--- src/rtl/mmss_display_scheduler_pkg.sv ---
// Shared types and constants for the mm:ss display scheduler.
package mmss_disp_pkg;

  // Conversion sequencer states.
  typedef enum logic [1:0] {
    IDLE   = 2'd0,
    CONV_M = 2'd1,
    CONV_S = 2'd2,
    COMMIT = 2'd3
  } state_t;

  // Which of the four display positions is currently lit.
  typedef logic [1:0] digit_idx_t;

  // Active-low digit enables, indexed by digit position (0 = seconds ones).
  localparam logic [3:0] AN_CODE [0:3] = '{4'b1110, 4'b1101, 4'b1011, 4'b0111};

  localparam logic [6:0] SEG_BLANK = 7'b1111111;
  localparam logic [6:0] SEG_ZERO  = 7'b1000000;

  // Saturate a captured 6-bit value at the configured ceiling.
  function automatic logic [5:0] clamp6(input logic [5:0] v, input logic [5:0] ceil);
    return (v > ceil) ? ceil : v;
  endfunction

endpackage

--- src/rtl/mmss_display_scheduler_seg7_decoder.sv ---
// BCD to active-low seven-segment decoder, segment order {g,f,e,d,c,b,a}.
// Non-decimal codes 10-15 light nothing.
module seg7_decoder
  import mmss_disp_pkg::*;
(
  input  logic [3:0] bcd,
  output logic [6:0] seg
);

  // Pure lookup; every input code has an explicit result.
  always_comb begin
    // NOTE: a default assignment before the case guarantees no latch is inferred.
    seg = SEG_BLANK;
    case (bcd)
      4'd0: seg = SEG_ZERO;
      4'd1: seg = 7'b1111001;
      4'd2: seg = 7'b0100100;
      4'd3: seg = 7'b0110000;
      4'd4: seg = 7'b0011001;
      4'd5: seg = 7'b0010010;
      4'd6: seg = 7'b0000010;
      4'd7: seg = 7'b1111000;
      4'd8: seg = 7'b0000000;
      4'd9: seg = 7'b0010000;
      default: seg = SEG_BLANK;
    endcase
  end

endmodule

--- src/rtl/mmss_display_scheduler.sv ---
// Binary mm:ss to BCD converter with a shared repeated-subtraction divider,
// atomic commit of all four digits, and a 4-digit multiplexed display scan.
// Optional macro MMSS_BLANK_LEAD_EN blanks the minutes-tens digit when it is 0.
module mmss_display_scheduler
  import mmss_disp_pkg::*;
#(
  parameter int SCAN_DIV = 100000,
  parameter int MAX_VAL  = 59
) (
  input  logic       clk,
  input  logic       rst,
  input  logic       load,
  input  logic [5:0] mins,
  input  logic [5:0] secs,
  output logic       busy,
  output logic       done,
  output logic [3:0] an,
  output logic [6:0] seg,
  output logic       dp
);

  localparam int               CNT_W   = (SCAN_DIV > 2) ? $clog2(SCAN_DIV) : 1;
  localparam logic [CNT_W-1:0] CNT_MAX = CNT_W'(SCAN_DIV - 1);
  localparam logic [5:0]       CEIL    = 6'(MAX_VAL);

  state_t     state, state_n;
  logic [5:0] r;
  logic [2:0] q;
  logic [5:0] cap_s;
  logic       pend;
  logic [5:0] pend_m, pend_s;
  logic [3:0] sh_m10, sh_m1, sh_s10, sh_s1;
  logic [3:0] disp_m10, disp_m1, disp_s10, disp_s1;

  logic [CNT_W-1:0] scan_cnt;
  digit_idx_t       idx, idx_n;
  logic [3:0]       scan_digit;
  logic [6:0]       dec_seg, seg_n;

  logic r_ge_10;
  assign r_ge_10 = (r >= 6'd10);
  assign busy    = (state != IDLE);

  // Next-state selection and the one-cycle done strobe.
  always_comb begin
    state_n = state;
    done    = 1'b0;
    case (state)
      IDLE:   if (load) state_n = CONV_M;
      CONV_M: if (!r_ge_10) state_n = CONV_S;
      CONV_S: if (!r_ge_10) state_n = COMMIT;
      COMMIT: begin
        done    = 1'b1;
        // A request arriving in this very cycle chains just like a pending one.
        state_n = (pend || load) ? CONV_M : IDLE;
      end
      default: state_n = IDLE;
    endcase
  end

  // State register, divider datapath, pending request and digit registers.
  always_ff @(posedge clk) begin
    if (rst) begin
      state    <= IDLE;
      r        <= '0;
      q        <= '0;
      cap_s    <= '0;
      pend     <= 1'b0;
      pend_m   <= '0;
      pend_s   <= '0;
      sh_m10   <= '0;
      sh_m1    <= '0;
      sh_s10   <= '0;
      sh_s1    <= '0;
      disp_m10 <= '0;
      disp_m1  <= '0;
      disp_s10 <= '0;
      disp_s1  <= '0;
    end else begin
      // NOTE: non-blocking assignments so every register samples pre-edge values.
      state <= state_n;
      case (state)
        IDLE: begin
          if (load) begin
            r     <= clamp6(mins, CEIL);
            q     <= '0;
            cap_s <= clamp6(secs, CEIL);
          end
        end
        CONV_M: begin
          if (r_ge_10) begin
            r <= r - 6'd10;
            q <= q + 3'd1;
          end else begin
            sh_m10 <= {1'b0, q};
            sh_m1  <= r[3:0];
            r      <= cap_s;
            q      <= '0;
          end
        end
        CONV_S: begin
          if (r_ge_10) begin
            r <= r - 6'd10;
            q <= q + 3'd1;
          end else begin
            sh_s10 <= {1'b0, q};
            sh_s1  <= r[3:0];
          end
        end
        COMMIT: begin
          disp_m10 <= sh_m10;
          disp_m1  <= sh_m1;
          disp_s10 <= sh_s10;
          disp_s1  <= sh_s1;
          pend     <= 1'b0;
          q        <= '0;
          if (load) begin
            r     <= clamp6(mins, CEIL);
            cap_s <= clamp6(secs, CEIL);
          end else if (pend) begin
            r     <= pend_m;
            cap_s <= pend_s;
          end
        end
        default: ;
      endcase
      // Requests during conversion park in the one-deep pending slot; last one wins.
      if (load && (state == CONV_M || state == CONV_S)) begin
        pend   <= 1'b1;
        pend_m <= clamp6(mins, CEIL);
        pend_s <= clamp6(secs, CEIL);
      end
    end
  end

  // Index the display will show after this edge, and that position's digit.
  always_comb begin
    idx_n = (scan_cnt == CNT_MAX) ? idx + 2'd1 : idx;
    case (idx_n)
      2'd0:    scan_digit = disp_s1;
      2'd1:    scan_digit = disp_s10;
      2'd2:    scan_digit = disp_m1;
      default: scan_digit = disp_m10;
    endcase
  end

  seg7_decoder u_dec (
    .bcd (scan_digit),
    .seg (dec_seg)
  );

  // Leading-zero blanking on the minutes-tens position when enabled.
  always_comb begin
    seg_n = dec_seg;
`ifdef MMSS_BLANK_LEAD_EN
    if (idx_n == 2'd3 && disp_m10 == 4'd0) seg_n = SEG_BLANK;
`endif
  end

  // Scan divider and registered display pins, refreshed every edge from idx_n.
  always_ff @(posedge clk) begin
    if (rst) begin
      scan_cnt <= '0;
      idx      <= '0;
      an       <= AN_CODE[0];
      seg      <= SEG_ZERO;
      dp       <= 1'b1;
    end else begin
      scan_cnt <= (scan_cnt == CNT_MAX) ? '0 : scan_cnt + 1'b1;
      idx      <= idx_n;
      an       <= AN_CODE[idx_n];
      seg      <= seg_n;
      dp       <= (idx_n != 2'd2);
    end
  end

endmodule

--- config.mk ---
export PLATFORM = sky130hd
export DESIGN_NAME = mmss_display_scheduler
export DESIGN_NICKNAME = d
export VERILOG_FILES = /design/src/rtl/mmss_display_scheduler_pkg.sv /design/src/rtl/mmss_display_scheduler_seg7_decoder.sv /design/src/rtl/mmss_display_scheduler.sv
export SDC_FILE = /design/constraint.sdc
export NUM_CORES = 1
export LEC_CHECK = 0
export BUFFER_PORTS_ARGS = -buffer_cell sky130_fd_sc_hd__buf_2
export CAP_MARGIN = 20
export CELL_PAD_IN_SITES_DETAIL_PLACEMENT = 1
export CELL_PAD_IN_SITES_GLOBAL_PLACEMENT = 2
export CORE_UTILIZATION = 37
export DETAILED_ROUTE_END_ITERATION = 7
export PLACE_DENSITY_LB_ADDON = 0.12
export SYNTH_ARGS = -nofsm -noshare
export SYNTH_HDL_FRONTEND = slang
export SYNTH_SLANG_ARGS = --single-unit
export TNS_END_PERCENT = 50
--- constraint.sdc ---
create_clock -name clk -period 3.5 [get_ports clk]
set_input_delay 0.175 -clock clk [delete_from_list [all_inputs] [get_ports clk]]
set_output_delay 0.175 -clock clk [all_outputs]
set_load 0.01 [all_outputs]
Word-level counts from Yosys, hierarchy flattened
Memory sizes are Yosys's and may differ from the RTL's. A register that Yosys moved wholly into a read port is not among the register bits.
Cells that the tools add are included.
{"block": "totals", "ff_bits": 82, "latch_bits": 0, "ramBits": 0, "romBits": 112, "output_inout_bits": 14, "wordCells": 86, "n_memories": 1}
{"block": "classes", "addsub": 4, "mul": 0, "div": 0, "order_cmp": 4, "eq_ne": 12, "n_shift": 0, "n_mux": 29, "bitwise_logic": 2, "reduce_logical": 15}
{"memory": "(no name shown)", "words": 16, "word_bits": 7, "read_ports": 1, "rd_clocked_by_memory_dff": 1, "write_ports": 0, "line": "mmss_display_scheduler_seg7_decoder.sv:14", "source": "case (bcd)"}
{"cell": "$mux 6", "count": 10}
{"cell": "$pmux 6 s4", "count": 1}
{"cell": "$add 17x1->17 const B", "count": 1}
{"cell": "$eq 17x17->1 const B", "count": 1}
{"cell": "$gt 6x6->1 const B", "count": 2}
{"cell": "$pmux 3 s4", "count": 1}
{"cell": "$pmux 4 s3", "count": 1}
{"cell": "$pmux 6 s2", "count": 1}
{"cell": "$ne 2x2->1 const B", "count": 5}
{"cell": "$mux 3", "count": 3}
{"cell": "$reduce_and 3->1", "count": 3}
{"cell": "$bmux 4 s2", "count": 1}
{"cell": "$mux 2", "count": 4}
{"cell": "$mux 4", "count": 2}
{"cell": "$pmux 2 s4", "count": 1}
{"cell": "$eq 2x2->1 const B", "count": 3}
{"cell": "$ge 6x4->1 const B", "count": 1}
{"cell": "$reduce_and 2->1", "count": 3}
{"cell": "$reduce_bool 2->1", "count": 3}
{"cell": "$sub 6x4->6 const B", "count": 1}
{"cell": "$eq 2x1->1 const B", "count": 2}
{"cell": "$logic_not 2->1", "count": 2}
{"cell": "$mux 1", "count": 4}
{"cell": "$add 3x1->3 const B", "count": 1}
{"cell": "other kinds (8)", "count": 9}

Longest topological paths before layout
{"block": "logic_depth", "ltp_word": 6, "depth_mapped": 11, "depth_no_buf": 10}

Hierarchy
Synthesis repeated with hierarchy kept, for this count alone.
{"block": "unflattened", "cells_unflattened": 470, "area_unflattened_um2": 4110.2}
{"mod": "mmss_display_scheduler", "instances": 1, "cells_each": 437, "area_per_inst_um2": 3900.0, "seq_area_each_um2": 1761.7}
{"mod": "seg7_decoder", "instances": 1, "cells_each": 33, "area_per_inst_um2": 210.2, "seq_area_each_um2": 0.0}

Worst setup path after synthesis
Ideal clock, no wire load.
{"block": "synth_path", "kind": "flip-flop to flip-flop", "startpoint": "register scan_cnt[0]", "endpoint": "register seg[1]", "arrival_ps": 2570, "path_slack_ps": 859, "stages_incl_launch_ff": 11, "cell_sequence": "dfxtp_1 -> ha_1 -> and4_4 -> and4_1 -> buf_6 -> mux2i_1 -> a222oi_1 -> inv_1 -> ha_1 -> or2b_1 -> a21oi_1"}
{"block": "synth_between", "elab_chain_cells": 4}
{"item": "from (decl)", "line": "mmss_display_scheduler.sv:35", "source": "logic [CNT_W-1:0] scan_cnt;"}
{"item": "from (signal assigned)", "line": "mmss_display_scheduler.sv:169", "source": "scan_cnt <= (scan_cnt == CNT_MAX) ? '0 : scan_cnt + 1'b1;"}
{"item": "$eq 17x17->1 *", "line": "mmss_display_scheduler.sv:138", "source": "idx_n = (scan_cnt == CNT_MAX) ? idx + 2'd1 : idx;"}
{"item": "$mux 2 *", "line": "mmss_display_scheduler.sv:138"}
{"item": "$eq 2x2->1, or another cell as far along", "line": "mmss_display_scheduler.sv:139", "source": "case (idx_n)"}
{"item": "$pmux 4 s3 *", "line": "mmss_display_scheduler.sv:139"}
{"item": "to (decl)", "line": "mmss_display_scheduler.sv:18", "source": "output logic [6:0] seg,"}
Every way passes the cells marked *; elsewhere a longest branch is shown, timed or not.
A chain may end at the register's enable or synchronous reset.

Worst setup path after layout
Ends and elaborated chain as after synthesis.

==> results.yml <==
clocking:
  clock-root-buffer: "clkbuf_8"
  cts_made_buffers: 9
  cts_tree: "built"
  cts_hold_buf: 0
  path_clk_slew_ns: 0.09
  cts_buffer_depth: 2
  clock_latency_ns: 0.36
  cts_resized: 0
  htreeDepth: 3
  post_cts_buffers: 0
  numClockSinks: 88
drt:
  wirelength_um: 9330
  via_count: 3209
  drt-initial-drc-count: 129
  vias_per_cell: 5.17
  first_pass_iters: 5
  drc_errors: 0
  postRouteAntennaNets: 0
  routedWlPerCell_um: 15.0
global_routing:
  track_usage: 0.178
  grt-ovfl-total: 0
  antenna_found_initial: 0
  grt_start_max_net_pins: 39
  grt_pass1_wl_um: 15800
  first_global_vias: 3190
timing:
  rsz0062_at_grt: "no"
  hold_violations: 0
  period_share: 0.827
  tightestPinTransition_ns: 0.818
  slew_headroom: 0.455
  final-max-slew-violation-count: 0
  finalCriticalPeriod_ns: 2.90
  finalSetupViolCount: 0
  max_freq_mhz: 345
  finClkSkew_ns: 0.0107
  whs_ns: 0.0912
  fin_setup_tns_ns: 0
setup_path:
  reg2reg_from: "scan_cnt[0]$_SDFF_PP0_"
  critical_path.max_fanout: 8
  worstPathArrival_ns: 3.18
  start_kind: "flop"
  cp.required_ns: 3.79
  end_kind: "flop"
  criticalPathCategory: "flop to flop"
  worstSetupStartpoint: "scan_cnt[0]$_SDFF_PP0_"
logic_synthesis:
  yosys_warnings: 0
  synth_nets: 486
  syn_inst: 460
  synthTopCellsByArea: "dfxtp_1 44%, mux2i_1 7.3%, nor2_1 6.0%"
  synth_seq_cells: 88
  yosysTopAreaCellShare: 0.443
  syn_area_um2: 3980
  ys.flop_type: "dfxtp_1"
  synth_edf_count: 0
  synth_top_area_cell: "dfxtp_1"
  ys_seq_area_frac: 0.443
  synth.distinct_cells: 52
  syn_area_per_cell_um2: 8.65
  synthArstFlopShare: 0
final_layout:
  fillers: 1257
  nets: 507
  diodes: 0
  drive_gt1_frac: 0.124
  register_area_um2: 1760
  multiInputGateArea_um2: 2030
  area_growth_pct: 11.2
placed_design:
  numPortBuffers: 28
  gp_congestion: 0.730
  dpl.hpwl_um: 6510
run_status:
  status: "complete, no violations"
min_path:
  hp-class: "primary input to flop"
  hold_start: "secs[5]"
power_and_ir_drop:
  power_density_nw_per_um2: 639
  p_leak_nw: 1.65
  power.total_mw: 2.83
  max-vdd-ir-drop_mv: 0.278
floorplan:
  core_um2: 10400
  die_h_um: 106
  die_x_um: 106
  initial_core_util: 0.384
  die_area_um2: 11200
  ioPinCount: 29
  fp-row-count: 37
run:
  max_cap_violations: 0
## metal layers
layer,part of all wire,vias up,global-route usage
met2,0.44,35,0.274
met1,0.53,1531,0.247
li1,-,1639,-
met3,0.027,4,0.0315
met4,0.0051,0,0.0655
met5,0,-,0
## worst max-delay path, stage by stage, from the launching register on
cell,delay [ns]
dfxtp_1,0.38
ha_1,0.22
and4_4,0.26
and4_1,0.41
mux2_2,0.39
a221oi_2,0.45
ha_1,0.35
or2b_1,0.22
a21oi_1,0.13
## sequential cells by signal, indices dropped and copies added (netlist names), 4 cells and up
register / flops
scan_cnt: 17
cap_s: 6
r: 6
disp_s1: 4
disp_m1: 4
seg: 7
sh_m1: 4
pend_s: 6
sh_s1: 4
pend_m: 6
## final cells by class
cell class,count,area share
clock buffers,10,0.0289
clock inverters,5,0.0184
inverters,19,0.0161
multi-input cells,330,0.460
flip-flops and latches,88,0.398
well taps,136,0.0385
repair buffers,33,0.0402
## per-stage QoR
step	area, um2	std cells	utilization	setup slack (ns)
floorplan	3980	460	-	0.859
global route	4420	621	0.427	0.364
finish	4420	621	0.427	0.605
CTS	4420	621	0.427	0.594
global placement	4210	606	0.406	0.719
detailed placement	4210	606	0.406	0.626
## path summary, 6_finish.rpt
path | to | slack [ns] | depth (start not counted)
max | seg[1]$_SDFF_PP0_ | 0.60 | 8
min | pend_s[5]$_SDFFE_PP0P_ | 0.09 | 3
max reg2reg | seg[1]$_SDFF_PP0_ | 0.60 | 8
min reg2reg | sh_s10[0]$_SDFFE_PP0P_ | 0.46 | 2
## cells by family (layout without fill, tap and decap cells)
logic type	Yosys count	after routing	synth area share
AO/OA/AOI/OAI	89	89	0.141
XOR/XNOR	17	17	0.0374
adder cells (fa/ha/maj)	11	11	0.0346
buffers and inverters	42	67	0.0462
flip-flops	88	88	0.443
multiplexers	33	33	0.0843
AND/OR/NAND/NOR	180	180	0.214
## layout by cell type (no fill, tap or decap), types with 6 or more instances in the layout
master and instances:
mux2i_1 29, nand3_1 12, xor2_1 9, and3_1 8
ha_1 11, nor2_1 64, o21ai_0 14, buf_2 28
nand2b_1 6, inv_1 18, nor3_1 8, clkbuf_8 9
a22oi_1 7, dfxtp_1 88, a211oi_1 8, nand2_1 55
a21oi_1 38, xnor2_1 8
## power by group
part / switching (mW) / internal (mW)
clock network: 0.371 / 0.400
logic: 0.516 / 0.289
registers: 0.120 / 1.13
total: 1.01 / 1.82
## cell usage after synthesis (all sizes together) (3+ instances only)
library cell / number
dfxtp: 88
and3: 8
nor2: 64
a22oi: 7
mux2i: 29
buf: 5
nand3: 12
ha: 11
nand2: 55
o21ai: 14
nand4: 5
nor3: 8
and4: 4
a211oi: 8
xnor2: 8
mux2: 4
nand2b: 6
a31oi: 3
xor2: 9
inv: 18
a311oi: 3
clkbuf: 18
a21oi: 38
o211ai: 5
or3: 4
Note: power is estimated with default switching activity, not from simulation.
